## src/rtl/minmax_decimator.sv

```systemverilog
// Multi-channel window decimator ahead of SRAM write: per window of 2^k samples it
// emits the first sample, the boxcar average, or a min word followed by a max word.
module minmax_decimator #(
  parameter int DW       = 8,
  parameter int CH       = 2,
  parameter int MAX_LOG2 = 10
) (
  input  logic             CLK,
  input  logic             CLR,
  input  logic             IN_VALID,
  input  logic [CH*DW-1:0] DATA_IN,
  input  logic [1:0]       MODE,
  input  logic [3:0]       DECIM_LOG2,
  input  logic             RESTART,
  output logic [CH*DW-1:0] OUT_DATA,
  output logic             OUT_VALID,
  output logic             OUT_IS_MAX,
  output logic             WIN_START
);

  localparam int AW = DW + MAX_LOG2;
  localparam int CW = MAX_LOG2;
  localparam logic [3:0] MAX_K = 4'(MAX_LOG2);

  typedef enum logic [1:0] {
    MODE_SAMPLE = 2'b00,
    MODE_PEAK   = 2'b01,
    MODE_AVG    = 2'b10
  } mode_e;

  mode_e             mode_q, mode_d, mode_in, mode_cur;
  logic [3:0]        k_q, k_d, k_in, k_cur;
  logic [CW-1:0]     cnt_q, cnt_d, cnt_cur, last_idx;
  logic [CH*DW-1:0]  min_q, min_d, max_q, max_d, first_q, first_d;
  logic [CH*AW-1:0]  acc_q, acc_d;
  logic              pend_q, pend_d;
  logic [CH*DW-1:0]  pend_max_q, pend_max_d;
  logic [CH*DW-1:0]  out_data_q, out_data_d;
  logic              out_valid_q, out_valid_d;
  logic              out_is_max_q, out_is_max_d;
  logic              win_start_q, win_start_d;

  logic              is_first, is_last;
  logic [CH*DW-1:0]  min_nx, max_nx, first_nx, avg_nx;
  logic [CH*AW-1:0]  acc_nx;

  always_comb begin
    mode_d       = mode_q;
    k_d          = k_q;
    cnt_d        = cnt_q;
    min_d        = min_q;
    max_d        = max_q;
    first_d      = first_q;
    acc_d        = acc_q;
    pend_d       = 1'b0;
    pend_max_d   = pend_max_q;
    out_data_d   = out_data_q;
    out_valid_d  = 1'b0;
    out_is_max_d = 1'b0;
    win_start_d  = 1'b0;

    // Configuration is only sampled on a window's first sample; reserved mode maps to sample.
    is_first = RESTART || (cnt_q == '0);
    k_in     = (DECIM_LOG2 > MAX_K) ? MAX_K : DECIM_LOG2;
    mode_in  = (MODE == 2'b11) ? MODE_SAMPLE : mode_e'(MODE);
    if (mode_in == MODE_PEAK && k_in == 4'd0) k_in = 4'd1;
    mode_cur = is_first ? mode_in : mode_q;
    k_cur    = is_first ? k_in : k_q;
    cnt_cur  = is_first ? '0 : cnt_q;
    last_idx = CW'((32'd1 << k_cur) - 32'd1);
    is_last  = (cnt_cur == last_idx);

    for (int n = 0; n < CH; n++) begin
      if (is_first) begin
        min_nx[n*DW +: DW]   = DATA_IN[n*DW +: DW];
        max_nx[n*DW +: DW]   = DATA_IN[n*DW +: DW];
        first_nx[n*DW +: DW] = DATA_IN[n*DW +: DW];
        acc_nx[n*AW +: AW]   = AW'(DATA_IN[n*DW +: DW]);
      end else begin
        min_nx[n*DW +: DW]   = (DATA_IN[n*DW +: DW] < min_q[n*DW +: DW]) ?
                               DATA_IN[n*DW +: DW] : min_q[n*DW +: DW];
        max_nx[n*DW +: DW]   = (DATA_IN[n*DW +: DW] > max_q[n*DW +: DW]) ?
                               DATA_IN[n*DW +: DW] : max_q[n*DW +: DW];
        first_nx[n*DW +: DW] = first_q[n*DW +: DW];
        acc_nx[n*AW +: AW]   = acc_q[n*AW +: AW] + AW'(DATA_IN[n*DW +: DW]);
      end
      avg_nx[n*DW +: DW] = DW'(acc_nx[n*AW +: AW] >> k_cur);
    end

    if (IN_VALID) begin
      mode_d      = mode_cur;
      k_d         = k_cur;
      cnt_d       = is_last ? '0 : cnt_cur + CW'(1);
      min_d       = min_nx;
      max_d       = max_nx;
      first_d     = first_nx;
      acc_d       = acc_nx;
      win_start_d = is_first;
      if (is_last) begin
        out_valid_d = 1'b1;
        case (mode_cur)
          MODE_PEAK: begin
            out_data_d = min_nx;
            pend_d     = 1'b1;
            pend_max_d = max_nx;
          end
          MODE_AVG: out_data_d = avg_nx;
          default:  out_data_d = first_nx;
        endcase
      end
    end else if (RESTART) begin
      cnt_d = '0;
    end

    // An issued max word always goes out; it only collides with a new result after a
    // mid-stream switch to a 1-sample window, where the max word takes the slot.
    if (pend_q) begin
      out_data_d   = pend_max_q;
      out_is_max_d = 1'b1;
      out_valid_d  = 1'b1;
    end
  end

  always_ff @(posedge CLK) begin
    if (CLR) begin
      mode_q       <= MODE_SAMPLE;
      k_q          <= '0;
      cnt_q        <= '0;
      min_q        <= '0;
      max_q        <= '0;
      first_q      <= '0;
      acc_q        <= '0;
      pend_q       <= 1'b0;
      pend_max_q   <= '0;
      out_data_q   <= '0;
      out_valid_q  <= 1'b0;
      out_is_max_q <= 1'b0;
      win_start_q  <= 1'b0;
    end else begin
      mode_q       <= mode_d;
      k_q          <= k_d;
      cnt_q        <= cnt_d;
      min_q        <= min_d;
      max_q        <= max_d;
      first_q      <= first_d;
      acc_q        <= acc_d;
      pend_q       <= pend_d;
      pend_max_q   <= pend_max_d;
      out_data_q   <= out_data_d;
      out_valid_q  <= out_valid_d;
      out_is_max_q <= out_is_max_d;
      win_start_q  <= win_start_d;
    end
  end

  assign OUT_DATA   = out_data_q;
  assign OUT_VALID  = out_valid_q;
  assign OUT_IS_MAX = out_is_max_q;
  assign WIN_START  = win_start_q;

endmodule

```

## config.mk

```make
export PLATFORM = sky130hd
export DESIGN_NAME = minmax_decimator
export DESIGN_NICKNAME = d
export VERILOG_FILES = /design/src/rtl/minmax_decimator.sv
export SDC_FILE = /design/constraint.sdc
export NUM_CORES = 1
export LEC_CHECK = 0
export BUFFER_PORTS_ARGS = -buffer_cell sky130_fd_sc_hd__buf_2
export CAP_MARGIN = 30
export CORE_MARGIN = 1.5
export CORE_UTILIZATION = 40
export CTS_BUF_LIST = sky130_fd_sc_hd__clkbuf_2 sky130_fd_sc_hd__clkbuf_4 sky130_fd_sc_hd__clkbuf_8
export CTS_CLUSTER_DIAMETER = 150
export DETAILED_ROUTE_END_ITERATION = 8
export GPL_TIMING_DRIVEN = 0
export PLACE_DENSITY = 0.61
export SYNTH_ARGS = -nofsm -noshare
export SYNTH_HDL_FRONTEND = slang
export SYNTH_SLANG_ARGS = --single-unit
```

## constraint.sdc

```tcl
create_clock -name CLK -period 5.6 [get_ports CLK]
set_input_delay 0.28 -clock CLK [delete_from_list [all_inputs] [get_ports CLK]]
set_output_delay 0.28 -clock CLK [all_outputs]
set_load 0.02 [all_outputs]
```

==> results by group <==
Outcome
  – Outcome: finished clean

Route
  – Max layer used: met4
  – DR DRC count: 0
  – 1st-iter DRT viols: about 1400
  – Detailed-route wire length: between 40 and 50 mm
  – DR WL met2: roughly 19 mm
  – DR vias: 11500
  – DRT Pass-1 Iters: 6
  – Met1 WL: ~19 mm
  – Met3 WL: ~3.3 mm
  – DR vias/cell: ~6.3
  – Antenna Nets Post-Route: 0
  – Drt wl/cell: between 20 and 25 um

Synth
  – Ys async rst share: 0
  – EDFF count, synth: 0
  – Syn Inst Count: 1398
  – Sequential fraction of the synthesis area: 0.259
  – Yosys warnings: 0
  – Synth Area per Inst: 7.52 sq um
  – Post-synthesis cell area: around 11000 sq um
  – Post-synthesis register bit count: between 100 and 150
  – Library cells used by synthesis: 83
  – Top FF cell, synth: dfxtp_1
  – Synthesized net count: approximately 1500

Setup path
  – R2r worst-path depth: 19
  – Critical R2R Launch: cnt_q[2]
  – Flop-to-flop setup slack: 210 ps
  – Req. time, crit path: ~6000 ps
  – Startpoint types: flip-flop
  – Critical Path End Type: flip-flop
  – WS Path Type: flip-flop to flip-flop
  – CP Max Fanout: 10
  – Reg-to-reg endpoint: cnt_q[9]
  – Critical Path AT: between 5000 and 6000 ps

Pwr
  – Switch share: 0.389
  – Clock Power Share: 0.338
  – PwrDens: 226 nW/um^2
  – Peak VDD IR: about 0.15 mV
  – Static Leak: about 4.4 nW
  – Register share of total power: 0.389
  – Switching power: between 1 and 1.5 mW
  – Combinational fraction of design power: 0.273
  – Cell internal pwr: 1.61 mW

Floorplanning
  – Die width: 165 um
  – Core Area: roughly 26000 sq um
  – # IOs: 45
  – FP Rows: 59
  – Die footprint: 27300 sq um
  – Die Y: 165 um
  – Effective utilization at floorplan: 0.406

STA
  – F_max: ~190 MHz
  – Fin worst setup slack: roughly 200 ps
  – Final slew viol count: 0
  – Final period utilization: 0.963
  – Final min period: 5390 ps
  – Worst Tran Pin Value: 1070 ps
  – Final Hold Fails: 0
  – Slew HR: 0.284
  – Setup violations, final: 0
  – Fin Clk Skew: 22.3 ps
  – RSZ-0062 raised after global routing: false

Clock network
  – Clk pin slew, worst setup/hold paths: 100 ps
  – Clock Path Buffers: 2
  – CTS Sinks: about 140
  – Root Driver: clkbuf_8
  – Skew-Pair Late Insertion Delay: roughly 500 ps
  – H-tree depth: 4
  – Num CTS Buffers: 17
  – TritonCTS clock tree: yes

Placement
  – Final Wtd Congestion: 1.02
  – I/O Buffers: 42
  – Place WS: -1140 ps
  – HPWL Detailed: ~32 mm

Job
  – Maxcap violations: 0

GRT
  – Vias in the first global route: between 10000 and 15000
  – Largest net degree at the start of global routing: 17
  – Gr usage total: 0.319
  – Initial antenna violation count: 0
  – GRT overflow: 0
  – First-pass GRT wire length: about 64 mm

Finish
  – Commonest non-fill, non-tap cell in the layout: nand2_1
  – Diode count: 0
  – Share of post-route cells with drive strength above 1: 0.102
  – Final core utilization: 0.452
  – Highest-count cells in the layout ignoring fill and taps: nand2_1, nor2_1, dfxtp_1
  – Layout area overhead: 11.3%
  – Fillcell total: around 2700
  – Nets: around 1500

Min path
  – Worst Hold End: first_q[8]
  – Hold WC Path Type: primary input to flip-flop
  – Worst hold path depth: 3
  – Hold_sp: DATA_IN[8]
## final cells by class
cell class / instances / area [sq um] / share of cell area
repair buffers: 50 / 268 / 0.0229
well taps: 335 / 419 / 0.0358
multi-input cells: 1113 / 7270 / 0.621
plain buffers: 91 / 405 / 0.0346
inverters: 56 / 210 / 0.0180
flip-flops and latches: 136 / 2720 / 0.233
clock buffers: 18 / 248 / 0.0212
clock inverters: 14 / 158 / 0.0135
## power by group through the flow
stage               clock (mW)  combinational, mW  sequential (mW)
finish                   0.892              0.722             1.03
global route             0.939              0.774             1.03
CTS                      0.909              0.698             1.03
detailed placement           0              0.687             1.05
global placement             0              0.682             1.05
floorplan                    0              0.460             1.04
## metal layers
layer / vias to the layer above / global-route usage
met5: - / 0
met4: 0 / 0.149
met3: 139 / 0.0455
met2: 595 / 0.501
met1: 5486 / 0.429
li1: 5282 / -
## how the worst max path moves through the flow
| stage | cells past startpoint | slack [ps] | endpoint | start |
|---|---|---|---|---|
| floorplan | 19 | 490 | pend_max_q[5] | cnt_q[7] |
| global placement | 18 | -1400 | OUT_DATA[10] | cnt_q[4] |
| detailed placement | 19 | -1140 | OUT_DATA[12] | cnt_q[4] |
| CTS | 20 | 40 | OUT_DATA[12] | cnt_q[0] |
| global route | 20 | 6 | OUT_DATA[14] | cnt_q[0] |
| finish | 19 | 210 | cnt_q[9] | cnt_q[2] |
## critical path: stages (launching register included)
cell and delay (ps):
dfxtp_1 410, or4_4 600, o31ai_2 300, buf_4 250, mux2i_1 300, buf_4 260
nand2_2 150, a21oi_4 260, inv_1 80, ha_1 210, clkbuf_2 220, xor2_1 230
or3_1 320, a211oi_1 210, o21ai_1 150, or3_4 430, a21oi_2 270, buf_4 240
nor4_1 70, a311o_1 320
## through the flow
| stage | hold slack (ps) | area, sq um | total power, mW | setup TNS, ps | instances |
|---|---|---|---|---|---|
| after CTS | 71.3 | 11700 | 2.63 | 0 | 1814 |
| after floorplan | 416 | 10500 | 1.50 | 0 | 1398 |
| after global placement | 431 | 11100 | 1.73 | -48000 | 1775 |
| after global routing | 89.9 | 11700 | 2.74 | 0 | 1813 |
| after detailed placement | 435 | 11200 | 1.74 | -42740 | 1777 |
| final | 100 | 11700 | 2.64 | 0 | 1813 |
## cell families after synthesis
family | after synthesis | synth area share
buffers and inverters | 149 | 0.0575
XOR/XNOR | 29 | 0.0242
adder cells (fa/ha/maj) | 52 | 0.0633
flip-flops | 136 | 0.259
AND/OR/NAND/NOR | 517 | 0.223
AO/OA/AOI/OAI | 447 | 0.307
multiplexers | 68 | 0.0657
## registers in the layout (all words and copies together), names as in the netlist
register / flops
max_q: 16
OUT_IS_MAX: 1
OUT_VALID: 1
pend_q: 1
first_q: 16
pend_max_q: 16
acc_q: 36
cnt_q: 10
OUT_DATA: 16
min_q: 16
k_q: 4
WIN_START: 1
mode_q: 2
## synth_stat cells, types with 13 or more instances
library cell    n  area [sq um]
nand2_1       177           664
nor2_1        163           612
dfxtp_1       136          2720
a21oi_1       116           581
clkbuf_1       74           278
mux2i_1        60           601
nand3_1        55           275
inv_1          53           199
o21ai_0        53           265
ha_1           50           626
a211oi_1       37           278
o211ai_1       25           188
nor3_1         22           110
a22oi_1        20           150
xnor2_1        19           166
and2_1         15          93.8
a211oi_2       13           163
a21boi_0       13          97.6
a21o_1         13          97.6
## what timing repair did
action	CTS	global route
hold buffers	0	0
resized for setup	13	11
pin swaps	3	0
endpoints found under the setup margin	44	44
setup buffers	5	0
Note: power is estimated with default switching activity, not from simulation.
